**src/rtl/mem_bus_master_if.sv**
```systemverilog
// Request/response handshake and narrow memory-bus signals for mem_bus_master.
// The master modport is the controller's view; slave is the requester/memory side.
interface mem_bus_master_if;
    logic        req_valid;
    logic        req_ready;
    logic        req_write;
    logic [9:0]  req_addr;
    logic [11:0] req_wdata;
    logic [1:0]  req_be;
    logic        rsp_valid;
    logic        rsp_ready;
    logic [11:0] rsp_data;
    logic        wr_done;
    logic        read_write;
    logic        write_commit;
    logic [9:0]  addr_data;
    logic [11:0] mem_result;

    modport master (
        input  req_valid, req_write, req_addr, req_wdata, req_be, rsp_ready, mem_result,
        output req_ready, rsp_valid, rsp_data, wr_done, read_write, write_commit, addr_data
    );

    modport slave (
        output req_valid, req_write, req_addr, req_wdata, req_be, rsp_ready, mem_result,
        input  req_ready, rsp_valid, rsp_data, wr_done, read_write, write_commit, addr_data
    );
endinterface

```
**src/rtl/mem_bus_master.sv**
```systemverilog
// Converts word read/write requests into cycles on a 10-bit multiplexed memory bus,
// writing 12-bit words as two 6-bit halves and skipping redundant address loads.
module mem_bus_master (
    input logic               clk,
    input logic               rst,
    mem_bus_master_if.master  bus
);

    typedef enum logic [2:0] {IDLE, WADDR, WLO, WHI, RADDR, RCAP, RSP} state_t;

    state_t      state, nxt;

    logic        req_ready_q, rsp_valid_q, wr_done_q, read_write_q, write_commit_q;
    logic [11:0] rsp_data_q;
    logic [9:0]  addr_data_q;
    logic        shadow_valid;
    logic [9:0]  shadow_addr;
    logic [9:0]  lat_addr;
    logic [11:0] lat_wdata;
    logic [1:0]  lat_be;

    logic        req_ready_d, rsp_valid_d, wr_done_d, read_write_d, write_commit_d;
    logic [11:0] rsp_data_d;
    logic [9:0]  addr_data_d;
    logic        shadow_load;
    logic        accept;
    logic [9:0]  src_addr;
    logic [11:0] src_wdata;

    function automatic logic [9:0] half_field(input logic upper, input logic [11:0] wdata);
        return upper ? {3'b000, 1'b1, wdata[11:6]} : {3'b000, 1'b0, wdata[5:0]};
    endfunction

    assign accept = bus.req_valid && req_ready_q;

    // Bus outputs are registered from the next state, so the first cycle after
    // acceptance must source the request fields directly rather than the latches.
    assign src_addr  = (state == IDLE) ? bus.req_addr  : lat_addr;
    assign src_wdata = (state == IDLE) ? bus.req_wdata : lat_wdata;

    always_comb begin
        nxt         = state;
        shadow_load = 1'b0;
        wr_done_d   = 1'b0;
        rsp_data_d  = rsp_data_q;
        case (state)
            IDLE: begin
                if (accept) begin
                    if (bus.req_write) begin
                        if (bus.req_be == 2'b00) begin
                            wr_done_d = 1'b1;
                        end else if (shadow_valid && (bus.req_addr == shadow_addr)) begin
                            nxt = bus.req_be[0] ? WLO : WHI;
                        end else begin
                            nxt         = WADDR;
                            shadow_load = 1'b1;
                        end
                    end else begin
                        nxt = RADDR;
                    end
                end
            end
            WADDR: nxt = lat_be[0] ? WLO : WHI;
            WLO: begin
                if (lat_be[1]) begin
                    nxt = WHI;
                end else begin
                    nxt       = IDLE;
                    wr_done_d = 1'b1;
                end
            end
            WHI: begin
                nxt       = IDLE;
                wr_done_d = 1'b1;
            end
            RADDR: nxt = RCAP;
            RCAP: begin
                nxt        = RSP;
                rsp_data_d = bus.mem_result;
            end
            RSP: if (bus.rsp_ready) nxt = IDLE;
            default: nxt = IDLE;
        endcase

        read_write_d   = 1'b1;
        write_commit_d = 1'b0;
        addr_data_d    = '0;
        case (nxt)
            WADDR: begin
                read_write_d = 1'b0;
                addr_data_d  = src_addr;
            end
            WLO: begin
                read_write_d   = 1'b0;
                write_commit_d = 1'b1;
                addr_data_d    = half_field(1'b0, src_wdata);
            end
            WHI: begin
                read_write_d   = 1'b0;
                write_commit_d = 1'b1;
                addr_data_d    = half_field(1'b1, src_wdata);
            end
            RADDR: addr_data_d = src_addr;
            default: ;
        endcase

        req_ready_d = (nxt == IDLE);
        rsp_valid_d = (nxt == RSP);
    end

    always_ff @(posedge clk or negedge rst) begin
        if (!rst) begin
            state          <= IDLE;
            req_ready_q    <= 1'b0;
            rsp_valid_q    <= 1'b0;
            rsp_data_q     <= '0;
            wr_done_q      <= 1'b0;
            read_write_q   <= 1'b1;
            write_commit_q <= 1'b0;
            addr_data_q    <= '0;
            shadow_valid   <= 1'b0;
        end else begin
            state          <= nxt;
            req_ready_q    <= req_ready_d;
            rsp_valid_q    <= rsp_valid_d;
            rsp_data_q     <= rsp_data_d;
            wr_done_q      <= wr_done_d;
            read_write_q   <= read_write_d;
            write_commit_q <= write_commit_d;
            addr_data_q    <= addr_data_d;
            if (shadow_load) shadow_valid <= 1'b1;
        end
    end

    // Request payload and shadow address are qualified by state/shadow_valid, so no reset.
    always_ff @(posedge clk) begin
        if (accept) begin
            lat_addr  <= bus.req_addr;
            lat_wdata <= bus.req_wdata;
            lat_be    <= bus.req_be;
        end
        if (shadow_load) shadow_addr <= bus.req_addr;
    end

    assign bus.req_ready    = req_ready_q;
    assign bus.rsp_valid    = rsp_valid_q;
    assign bus.rsp_data     = rsp_data_q;
    assign bus.wr_done      = wr_done_q;
    assign bus.read_write   = read_write_q;
    assign bus.write_commit = write_commit_q;
    assign bus.addr_data    = addr_data_q;

endmodule

```
**src/flat_wrapper.sv**
```systemverilog
// flat-port wrapper written by rule: the top's interface ports become plain ports
module mem_bus_master_flat 
  (clk, rst, bus_req_valid, bus_req_write, bus_req_addr, bus_req_wdata, bus_req_be, bus_rsp_ready, bus_mem_result, bus_req_ready, bus_rsp_valid, bus_rsp_data, bus_wr_done, bus_read_write, bus_write_commit, bus_addr_data);
  mem_bus_master_if bus_i ();
  input logic clk;
  input logic rst;
  input wire logic [$bits(bus_i.req_valid)-1:0] bus_req_valid;
  input wire logic [$bits(bus_i.req_write)-1:0] bus_req_write;
  input wire logic [$bits(bus_i.req_addr)-1:0] bus_req_addr;
  input wire logic [$bits(bus_i.req_wdata)-1:0] bus_req_wdata;
  input wire logic [$bits(bus_i.req_be)-1:0] bus_req_be;
  input wire logic [$bits(bus_i.rsp_ready)-1:0] bus_rsp_ready;
  input wire logic [$bits(bus_i.mem_result)-1:0] bus_mem_result;
  output wire logic [$bits(bus_i.req_ready)-1:0] bus_req_ready;
  output wire logic [$bits(bus_i.rsp_valid)-1:0] bus_rsp_valid;
  output wire logic [$bits(bus_i.rsp_data)-1:0] bus_rsp_data;
  output wire logic [$bits(bus_i.wr_done)-1:0] bus_wr_done;
  output wire logic [$bits(bus_i.read_write)-1:0] bus_read_write;
  output wire logic [$bits(bus_i.write_commit)-1:0] bus_write_commit;
  output wire logic [$bits(bus_i.addr_data)-1:0] bus_addr_data;
  assign bus_i.req_valid = bus_req_valid;
  assign bus_i.req_write = bus_req_write;
  assign bus_i.req_addr = bus_req_addr;
  assign bus_i.req_wdata = bus_req_wdata;
  assign bus_i.req_be = bus_req_be;
  assign bus_i.rsp_ready = bus_rsp_ready;
  assign bus_i.mem_result = bus_mem_result;
  assign bus_req_ready = bus_i.req_ready;
  assign bus_rsp_valid = bus_i.rsp_valid;
  assign bus_rsp_data = bus_i.rsp_data;
  assign bus_wr_done = bus_i.wr_done;
  assign bus_read_write = bus_i.read_write;
  assign bus_write_commit = bus_i.write_commit;
  assign bus_addr_data = bus_i.addr_data;
  mem_bus_master u_core (.clk(clk), .rst(rst), .bus(bus_i));
endmodule
```
**config.mk**
```make
export PLATFORM = sky130hd
export DESIGN_NAME = mem_bus_master_flat
export DESIGN_NICKNAME = d
export VERILOG_FILES = /design/src/rtl/mem_bus_master_if.sv /design/src/rtl/mem_bus_master.sv /design/src/flat_wrapper.sv
export SDC_FILE = /design/constraint.sdc
export NUM_CORES = 1
export LEC_CHECK = 0
export ABC_CLOCK_PERIOD_IN_PS = 3400
export CAP_MARGIN = 5
export CORE_ASPECT_RATIO = 0.5
export CORE_MARGIN = 3
export CORE_UTILIZATION = 49
export CTS_CLUSTER_SIZE = 28
export DETAILED_ROUTE_END_ITERATION = 10
export PLACE_DENSITY = 0.79
export RECOVER_POWER = 50
export SLEW_MARGIN = 5
export SYNTH_ARGS = -nofsm -noshare
export SYNTH_HDL_FRONTEND = slang
export SYNTH_SLANG_ARGS = --single-unit
```
**constraint.sdc**
```tcl
create_clock -name clk -period 3.4 [get_ports clk]
set_input_delay 0.68 -clock clk [delete_from_list [all_inputs] [get_ports clk]]
set_output_delay 0.68 -clock clk [all_outputs]
set_load 0.005 [all_outputs]
```
==> key figures <==
Status
  – Outcome: finished with violations
  – Failing checks: capacitance limit, slew limit

Drt
  – Vias per cell: 5.38
  – Total Wirelength: 6010 µm
  – Pre-Repair DR Iteration Count: 4
  – Detailed router's first-iteration violation count: 125
  – DR vias: 1,855
  – Routed Antenna Nets: 0
  – Average routed wire per standard cell: 17.4 µm
  – # DRC: 0

Floorplan
  – Die area: 6710 µm²
  – Core Region: 5200 µm²
  – Top Ports: 68
  – Starting Density: 53.8%
  – Site row count: 18
  – Chip Height: 59.4 µm
  – Die Wd: 113 µm

Clocking
  – Clock Path Buffers: 2
  – Setup Fix Bufs, Post-CTS: 0
  – CTS tree: built
  – Clk Latency, worst-skew pair: 0.32 ns
  – CTS Buf Count: 9
  – Post-cts sizing count: 0
  – CTS HTree Levels: 3
  – CTS sink cnt: 65
  – Hold buffers post-CTS: 0
  – Worst-path clk slew: 0.05 ns
  – Root Buffer: clkbuf_16

Yosys
  – Count leader, synth: edfxtp_1
  – Post-Syn Area: 2800 µm²
  – Share of the synthesized area in the top cell type: 36.5%
  – Syn Nets: 236
  – Synth area leaders: edfxtp_1, dfrtp_1, mux2i_1
  – Syn avg cell area: 14.3 µm²
  – #FFs+latches synth: 65
  – Asr flop ratio synth: 47.7%
  – EDFF count, synth: 34
  – Post-synthesis cell type count: 37
  – Cell count after synthesis: 195
  – Seq/Total Area, Yosys: 64.3%
  – Synth area leader: edfxtp_1
  – Most used DFF post-synth: edfxtp_1
  – Ys Warns: 0
  – Synth cell count leaders: edfxtp_1, dfrtp_1, mux2i_1, mux2_2, xnor2_1

Setup path
  – WP buf/inv: 3
  – Crit-path leading delay family: simple AND/OR/NAND/NOR gates
  – Worst setup endpoint: u_core.shadow_addr[8]
  – WP data required: 3.42 ns
  – R2R depth: 7
  – Worst path arrival time: 3.14 ns
  – Slowest stage delay, CP: 0.58 ns
  – Worst setup path start: bus_rsp_ready
  – CP Depth: 8
  – Ordered cell list for the critical path: dlygate4sd3_1, nor2b_1, o21ai_0, nand2_1, nor2_2, inv_1, nor3_1, buf_4
  – Endpoint class of the critical path: flip-flop
  – CP startpoint kind: input port
  – Setup Crit Path Kind: input port to flip-flop
  – Crit path max fanout: 14
  – Reg2reg start: u_core.state[2]
  – Worst reg-to-reg setup slack: 0.58 ns
  – Slowest stage cell, crit path: nor2_2
  – Reg2reg end: u_core.shadow_addr[8]

STA
  – Unrepaired setup endpoints after global routing: false
  – Max Clk Rate: 321 MHz
  – Final min period: 3.12 ns
  – Post-Route Setup TNS: 0 ns
  – Final period util: 91.7%
  – Clock Skews: 0.00515 ns
  – Worst slew pin tran: 1.61 ns
  – # setup viols final: 0
  – Final slew viol count: 32
  – Slew headroom: -7.16%
  – Final worst slack: 0.282 ns
  – Final hold vios: 0

Placed design
  – Post-Place Cells: 329
  – Total placed instance area: 3560 µm²
  – Place WS: 0.107 ns
  – Gp weighted congestion: 0.825
  – Port Buffer Count: 67
  – HPWL Detailed: 4340 µm

Finish
  – Layout cells sized above 1: 12.7%
  – Filler cell count: 370
  – Area grow syn2layout: 36.1%
  – Final core occ: 73.2%
  – # diodes: 0
  – Final instance area: 3810 µm²
  – Non-Filler Instances: 345
  – Nets: 311

Global route
  – First-pass GRT wire length: 9720 µm
  – Initial antenna violation count: 0
  – GRT Util Overall: 19.5%
  – Grt total ovfl: 0
  – Vias in the first global route: 1,921
  – Largest net degree at the start of global routing: 32

Hold path
  – Worst Hold Class: flip-flop to flip-flop

Power
  – Power density over cell area: 883 nW/µm²
  – Leak Pwr: 1.48 nW
  – Worst IR drop on VDD: 463 µV

Flow run
  – Maxcap violations: 1
-- logic make-up (layout without fill, tap and decap cells) --
| logic type | after synthesis | after routing | synth area share, % |
|---|---|---|---|
| AO/OA/AOI/OAI | 31 | 31 | 7.92 |
| XOR/XNOR | 11 | 11 | 3.44 |
| buffers and inverters | 15 | 95 | 2.24 |
| flip-flops | 65 | 65 | 64.3 |
| multiplexers | 34 | 34 | 12.7 |
| AND/OR/NAND/NOR | 39 | 39 | 9.44 |
-- metal layers --
metal	track usage (%)	wire, µm
met2	30.5	2810
met5	0	0
met4	7.36	35
met1	24.8	2670
met3	8.26	502
-- placed cells by master, fill, tap and decap left out, types with 4 or more instances in the layout --
| cell type | instances |
|---|---|
| a21oi_1 | 4 |
| mux2i_1 | 22 |
| edfxtp_1 | 34 |
| mux2_2 | 12 |
| o21ai_0 | 9 |
| dfrtp_1 | 30 |
| nor3_1 | 6 |
| a22o_1 | 6 |
| buf_4 | 4 |
| inv_1 | 7 |
| a22oi_1 | 6 |
| clkdlybuf4s50_1 | 41 |
| xnor2_1 | 11 |
| clkbuf_16 | 9 |
| nand2b_1 | 4 |
| or4_1 | 6 |
| nor2b_1 | 5 |
| nor2_1 | 4 |
| dlygate4sd3_1 | 26 |
-- worst min-delay path by stage --
stage,from,to,cells past startpoint
2_1_floorplan,rst,u_core.bus.addr_data[0],0
3_3_place_gp,u_core.shadow_valid,u_core.shadow_valid,1
3_5_place_dp,u_core.shadow_valid,u_core.shadow_valid,1
4_1_cts,u_core.shadow_valid,u_core.shadow_valid,1
5_1_grt,u_core.shadow_valid,u_core.shadow_valid,1
6_report,u_core.shadow_valid,u_core.shadow_valid,1
-- metrics by stage --
step                hold WS [ns]  power (mW)
floorplan                  0.384        2.04
global placement           0.455        2.54
detailed placement         0.459        2.59
CTS                        0.470        3.39
global route               0.485        3.56
finish                     0.476        3.36
-- worst reg2reg max path, cell delays in order (launching register included) --
cell and delay (ns):
dfrtp_1 0.49, nor2b_1 0.21, o21ai_0 0.21, nand2_1 0.21
nor2_2 0.58, inv_1 0.29, nor3_1 0.29, buf_4 0.23
-- registers in the layout, indices dropped and copies added (netlist names) --
name                     flops
u_core.lat_be                2
u_core.shadow_addr          10
u_core.bus.write_commit      1
u_core.lat_addr             10
u_core.bus.addr_data        10
u_core.bus.rsp_data         12
u_core.state                 3
u_core.lat_wdata            12
u_core.bus.rsp_valid         1
u_core.bus.wr_done           1
u_core.bus.read_write        1
u_core.bus.req_ready         1
u_core.shadow_valid          1
-- where the power goes --
group | total [mW] | switching, mW | internal [mW]
logic | 1.36 | 0.662 | 0.694
clock network | 0.783 | 0.300 | 0.483
registers | 1.22 | 0.121 | 1.10
-- layout make-up --
type | instances | area [µm²] | share of cell area (%)
clock buffer | 11 | 233 | 6.11
clock inverter | 5 | 22.5 | 0.591
inverter | 7 | 26.3 | 0.690
multi-input combinational | 115 | 937 | 24.6
sequential | 65 | 1800 | 47.2
tap | 70 | 87.6 | 2.30
timing repair buffer | 72 | 704 | 18.5
No activity file was read; power rests on OpenSTA's default activity.
